--- src/rtl/drive_mode_ctrl.sv ---
// Power sequencing, mode selection and motion-command mux for the car simulation.
// Latency: state/enables change one edge after the cause; motion outputs lag the selected command by one cycle.
// Backpressure: none; level-driven inputs are sampled every cycle and outputs are never stalled.
module drive_mode_ctrl #(
    parameter int LONG_PRESS_CYC   = 100_000_000,
    parameter int IDLE_TIMEOUT_CYC = 1_000_000_000,
    parameter int SWITCH_GAP_CYC   = 4,
    parameter int CNT_W            = 30
) (
    input  logic       clk,
    input  logic       rst_n,
    input  logic       power_btn,
    input  logic [1:0] mode_sel,
    input  logic [3:0] man_cmd,
    input  logic [3:0] semi_cmd,
    input  logic [3:0] auto_cmd,
    output logic       power,
    output logic       manual_en,
    output logic       semi_en,
    output logic       auto_en,
    output logic       move_fwd,
    output logic       move_bwd,
    output logic       turn_left,
    output logic       turn_right,
    output logic [2:0] ctrl_state
);

    typedef enum logic [2:0] {
        ST_OFF    = 3'd0,
        ST_IDLE   = 3'd1,
        ST_MANUAL = 3'd2,
        ST_SEMI   = 3'd3,
        ST_AUTO   = 3'd4,
        ST_SWITCH = 3'd5
    } state_t;

    localparam logic [CNT_W-1:0] LONG_LAST = CNT_W'(LONG_PRESS_CYC - 1);
    localparam logic [CNT_W-1:0] IDLE_LAST = CNT_W'(IDLE_TIMEOUT_CYC - 1);
    localparam logic [CNT_W-1:0] GAP_LAST  = CNT_W'(SWITCH_GAP_CYC - 1);
    localparam logic [CNT_W-1:0] CNT_ONE   = CNT_W'(1);
    localparam logic [CNT_W-1:0] CNT_MAX   = '1;

    state_t           state, state_nxt;
    logic [CNT_W-1:0] hold_cnt, hold_nxt;
    logic [CNT_W-1:0] idle_cnt, idle_nxt;
    logic [CNT_W-1:0] gap_cnt, gap_nxt;
    logic             arm, arm_nxt;
    logic [1:0]       mode_sel_q;
    logic [3:0]       cmd_q, cmd_nxt;

    state_t           target;
    logic [3:0]       sel_cmd;
    logic [3:0]       safe_cmd;
    logic             mode_chg;
    logic             activity;
    logic             long_press;
    logic             idle_expire;

    // Decode requested mode, pick the live controller's command and resolve opposing requests.
    always_comb begin
        target = ST_IDLE;
        case (mode_sel)
            2'b01:   target = ST_MANUAL;
            2'b10:   target = ST_SEMI;
            2'b11:   target = ST_AUTO;
            default: target = ST_IDLE;
        endcase

        sel_cmd = 4'b0000;
        case (state)
            ST_MANUAL: sel_cmd = man_cmd;
            ST_SEMI:   sel_cmd = semi_cmd;
            ST_AUTO:   sel_cmd = auto_cmd;
            default:   sel_cmd = 4'b0000;
        endcase

        // {fwd,bwd,left,right}: a contradictory pair cancels to neither.
        safe_cmd[3] = sel_cmd[3] & ~sel_cmd[2];
        safe_cmd[2] = sel_cmd[2] & ~sel_cmd[3];
        safe_cmd[1] = sel_cmd[1] & ~sel_cmd[0];
        safe_cmd[0] = sel_cmd[0] & ~sel_cmd[1];

        mode_chg    = (mode_sel != mode_sel_q);
        activity    = (|sel_cmd) | power_btn | mode_chg;
        long_press  = power_btn && (hold_cnt >= LONG_LAST);
        idle_expire = !activity && (idle_cnt >= IDLE_LAST);
    end

    // Next-state, counter and arm-flag logic; forced power-off overrides everything.
    always_comb begin
        state_nxt = state;
        gap_nxt   = gap_cnt;
        hold_nxt  = '0;
        idle_nxt  = '0;
        arm_nxt   = arm;
        cmd_nxt   = 4'b0000;

        case (state)
            ST_OFF: begin
                if (power_btn && arm) begin
                    state_nxt = ST_IDLE;
                end
            end
            ST_IDLE, ST_MANUAL, ST_SEMI, ST_AUTO: begin
                if (target != state) begin
                    state_nxt = ST_SWITCH;
                    gap_nxt   = GAP_LAST;
                end
            end
            ST_SWITCH: begin
                // A new selection restarts the blanking so the gap follows the last change.
                if (mode_chg) begin
                    gap_nxt = GAP_LAST;
                end else if (gap_cnt == '0) begin
                    state_nxt = target;
                end else begin
                    gap_nxt = gap_cnt - CNT_ONE;
                end
            end
            default: state_nxt = ST_OFF;
        endcase

        if (state != ST_OFF) begin
            if (power_btn) begin
                hold_nxt = (hold_cnt == CNT_MAX) ? hold_cnt : hold_cnt + CNT_ONE;
            end
            if (!activity) begin
                idle_nxt = (idle_cnt == CNT_MAX) ? idle_cnt : idle_cnt + CNT_ONE;
            end
            if (long_press || idle_expire) begin
                state_nxt = ST_OFF;
            end
        end

        if (state_nxt == ST_OFF) begin
            hold_nxt = '0;
            idle_nxt = '0;
            gap_nxt  = '0;
        end

        // Arm only after a release, so a button held through power-off cannot re-power.
        if (!power_btn) begin
            arm_nxt = 1'b1;
        end else if (state_nxt != state && (state == ST_OFF || state_nxt == ST_OFF)) begin
            arm_nxt = 1'b0;
        end

        // Capture commands only while staying in the same driving mode; any transition blanks them.
        if (state_nxt == state) begin
            cmd_nxt = safe_cmd;
        end
    end

    // State and datapath registers with asynchronous reset to the powered-off condition.
    always_ff @(posedge clk or negedge rst_n) begin
        if (!rst_n) begin
            state      <= ST_OFF;
            hold_cnt   <= '0;
            idle_cnt   <= '0;
            gap_cnt    <= '0;
            arm        <= 1'b0;
            mode_sel_q <= 2'b00;
            cmd_q      <= 4'b0000;
        end else begin
            state      <= state_nxt;
            hold_cnt   <= hold_nxt;
            idle_cnt   <= idle_nxt;
            gap_cnt    <= gap_nxt;
            arm        <= arm_nxt;
            mode_sel_q <= mode_sel;
            cmd_q      <= cmd_nxt;
        end
    end

    // Outputs decoded from the registered state and command register.
    always_comb begin
        power      = (state != ST_OFF);
        manual_en  = (state == ST_MANUAL);
        semi_en    = (state == ST_SEMI);
        auto_en    = (state == ST_AUTO);
        move_fwd   = cmd_q[3];
        move_bwd   = cmd_q[2];
        turn_left  = cmd_q[1];
        turn_right = cmd_q[0];
        ctrl_state = state;
    end

endmodule

--- config.mk ---
export PLATFORM = sky130hd
export DESIGN_NAME = drive_mode_ctrl
export DESIGN_NICKNAME = d
export VERILOG_FILES = /design/src/rtl/drive_mode_ctrl.sv
export SDC_FILE = /design/constraint.sdc
export NUM_CORES = 1
export LEC_CHECK = 0
export CORE_UTILIZATION = 65
export CTS_BUF_LIST = sky130_fd_sc_hd__clkbuf_8
export DETAILED_ROUTE_END_ITERATION = 16
export PLACE_DENSITY = 0.85
export REMOVE_ABC_BUFFERS = 1
export SYNTH_ARGS = -nofsm -noshare
export SYNTH_HDL_FRONTEND = slang
export SYNTH_SLANG_ARGS = --single-unit
--- constraint.sdc ---
create_clock -name clk -period 4 [get_ports clk]
set_input_delay 0.8 -clock clk [delete_from_list [all_inputs] [get_ports clk]]
set_output_delay 0.8 -clock clk [all_outputs]
set_load 0.02 [all_outputs]
==> results.yml <==
synthesis:
  post-synth-top-count-cell: "dfrtp_1"
  ys_async_sr_fraction_pct: 100
  syn_inst: 593
  yosys.area.top_type: "dfrtp_1"
  synth_area_leaders: "dfrtp_1 44%, xnor2_1 5.5%, nor2_1 5.4%, xor2_1 4.5%, nand2_1 3.0%"
  ys_warn_count: 0
  ys_top_cells_by_count: "100 x dfrtp_1, 82 x nor2_1, 45 x nand2_1"
  synth.cell_area_mm2: 0.00569
  syn_area_per_cell_um2: 9.60
  synth_cell_types: 72
  ys_seq_area_share_pct: 44.0
  synth_flop_cell: "dfrtp_1"
  synth_edf_count: 0
  ys_ff_latch: 100
  synth_top_area_share_pct: 44.0
place:
  portBuffers: 27
  place_congestion: 0.898
  hpwlAfterDp_mm: 8.18
timing:
  max-slew-margin-rel_pct: 44.6
  timing.fmax_mhz: 290
  fin_worst_skew_ns: 0.00725
  setup_tns_ns: 0
  worstMarginPinSlew_ns: 0.824
  rsz0062_at_grt: "no"
  period_share_pct: 86.2
  slew_violations: 0
  finalCriticalPeriod_ns: 3.45
  hold_violations: 0
  setup_viol: 0
layout:
  areaGrowthSynthToFinish_pct: 10.6
  nets: 642
  diodes: 0
  utilization_pct: 75.5
  drive_gt1_share_pct: 8.99
floorplanning:
  pin_count: 28
  initial_core_util_pct: 68.2
  fp.dieH_um: 95.6
  die_w_um: 95.6
  core_area_mm2: 0.00834
  num_rows: 33
  die_area_mm2: 0.00913
clock_tree:
  clock-sinks: 100
  clk_pin_slew_ns: 0.09
  cts.path.max_buffers: 2
  cts_root_buf: "clkbuf_8"
  cts_resized: 0
  cts_tree: "yes"
  cts_made_buffers: 9
  htreeDepth: 3
  holdBufCountCts: 0
  clk_latency_ns: 0.36
  postCtsSetupBuffers: 0
hold_path:
  hold_path_class: "input port to async pin"
detailed_routing:
  drt_wl_total_mm: 11.8
  dr.pass1.iters: 5
  ant_nets: 0
  drc: 0
  vias_per_cell: 6.32
  wl_per_cell_um: 16.2
  drt_iter0_drc: 213
  via_count: 4599
critical_path:
  endpoint_kind: "register"
  worstSetupPathType: "input port to register"
  crit_required_ns: 4.19
  regToRegEndpoint: "idle_cnt[24]"
  r2r_start: "idle_cnt[3]"
  reg2regPathDepth: 5
  cp_max_fo: 31
  r2r_slack_ns: 1.01
  critPathLaunchType: "input port"
  cp.arrival_ns: 3.64
power_and_ir_drop:
  ir_drop_mv: 0.652
  p_leak_nw: 2.57
  p_per_area_mw_per_mm2: 642
global_routing:
  grt_overflow: 0
  antenna_found_initial: 0
  grt_pass1_wl_mm: 20.2
  grt_pass1_vias: 4450
  track_usage_pct: 28.5
  grt_max_degree: 52
outcome:
  status: "finished, final reports clean"
job:
  drv_cap: 0
==> worst max path at each step <==
stage / start / endpoint / slack, ns
6_report: mode_sel[0] / idle_cnt[24] / 0.55
5_1_grt: mode_sel[0] / idle_cnt[24] / 0.37
4_1_cts: mode_sel[0] / idle_cnt[24] / 0.55
3_5_place_dp: mode_sel[0] / idle_cnt[28] / 0.19
3_3_place_gp: mode_sel[0] / idle_cnt[28] / 0.29
2_1_floorplan: mode_sel[0] / idle_cnt[28] / 0.42
==> cells in the final DEF, fill, tap and decap left out, types with 3 or more instances in the layout <==
| cell | Yosys | routed |
|---|---|---|
| nor4_1 | 15 | 15 |
| nand3_1 | 24 | 24 |
| o2bb2ai_1 | 3 | 3 |
| xnor2_1 | 36 | 36 |
| or2_2 | 5 | 5 |
| mux2i_1 | 8 | 8 |
| a31oi_1 | 6 | 6 |
| and3_1 | 14 | 14 |
| or4_1 | 10 | 10 |
| a2111oi_2 | 3 | 3 |
| nor3_1 | 27 | 27 |
| nor4_2 | 3 | 3 |
| nand4_1 | 16 | 16 |
| nor2b_1 | 3 | 3 |
| or3_1 | 13 | 13 |
| buf_4 | 2 | 7 |
| nand2b_1 | 6 | 6 |
| nor2_1 | 82 | 82 |
| o21ai_0 | 9 | 9 |
| buf_12 | 0 | 3 |
| a211oi_1 | 16 | 16 |
| conb_1 | 1 | 3 |
| o31ai_1 | 6 | 6 |
| clkbuf_8 | 0 | 10 |
| xor2_1 | 29 | 29 |
| ha_1 | 7 | 7 |
| inv_6 | 0 | 3 |
| and4_1 | 4 | 4 |
| nand2_1 | 45 | 45 |
| inv_1 | 11 | 11 |
| clkdlybuf4s50_1 | 0 | 26 |
| a21oi_1 | 20 | 20 |
| dfrtp_1 | 100 | 100 |
| o22ai_1 | 3 | 3 |
==> metal layers <==
layer | global-route usage, % | vias to the layer above | wire length, um
met5 | 0 | - | 0
met4 | 11.3 | 0 | 180
met3 | 5.66 | 21 | 572
met2 | 48.3 | 132 | 5980
met1 | 35.7 | 2245 | 5070
li1 | - | 2201 | -
==> worst max-delay path, cell delays in order <==
cell and delay, ns:
clkdlybuf4s50_1 0.54, inv_1 0.08, ha_1 0.32, or4b_2 0.67, a31oi_1 0.18, o22ai_1 0.10
a21oi_2 0.19, nand3_2 0.19, o211ai_2 0.24, buf_12 0.22, a211oi_1 0.08
==> per-stage QoR <==
| step | area (um^2) | hold slack (ns) | setup slack (ns) | total power [mW] | instances |
|---|---|---|---|---|---|
| final | 6300 | 0.446 | 0.552 | 4.04 | 728 |
| after global routing | 6300 | 0.490 | 0.372 | 4.34 | 728 |
| after CTS | 6300 | 0.473 | 0.554 | 4.06 | 728 |
| after detailed placement | 6070 | 0.518 | 0.190 | 3.32 | 712 |
| after global placement | 6070 | 0.501 | 0.290 | 3.26 | 712 |
| after floorplan | 5560 | 0.478 | 0.418 | 2.78 | 571 |
==> cell type report <==
type | instances | area [um^2]
clock buffers | 10 | 138
clock inverters | 6 | 93.8
fillers | 565 | 2040
inverters | 11 | 41.3
multi-input cells | 460 | 3020
flip-flops and latches | 100 | 2500
well taps | 105 | 131
repair buffers | 36 | 373
==> where the power goes <==
part           total, mW  internal (mW)  switching, mW
Combinational       1.97          0.793           1.18
Clock              0.727          0.376          0.350
Sequential          1.34           1.16          0.184
==> flip-flops by register name, indices dropped and copies added (netlist names) <==
signal and count:
arm 1, cmd_q 4, ctrl_state 3, gap_cnt 30, hold_cnt 30, idle_cnt 30
mode_sel_q 2
==> logic make-up after synthesis <==
| group | after synthesis | synth area share, % |
|---|---|---|
| muxes | 8 | 1.41 |
| adders and majority gates | 7 | 1.54 |
| and+or+nand+nor | 287 | 27.3 |
| DFF | 100 | 44.0 |
| xor gates and xnor gates | 65 | 10.0 |
| other | 1 | 0.0659 |
| AOI/OAI and AO/OA | 90 | 12.6 |
| buffers and inverters | 35 | 3.14 |
No activity file was read; power rests on OpenSTA's default activity.
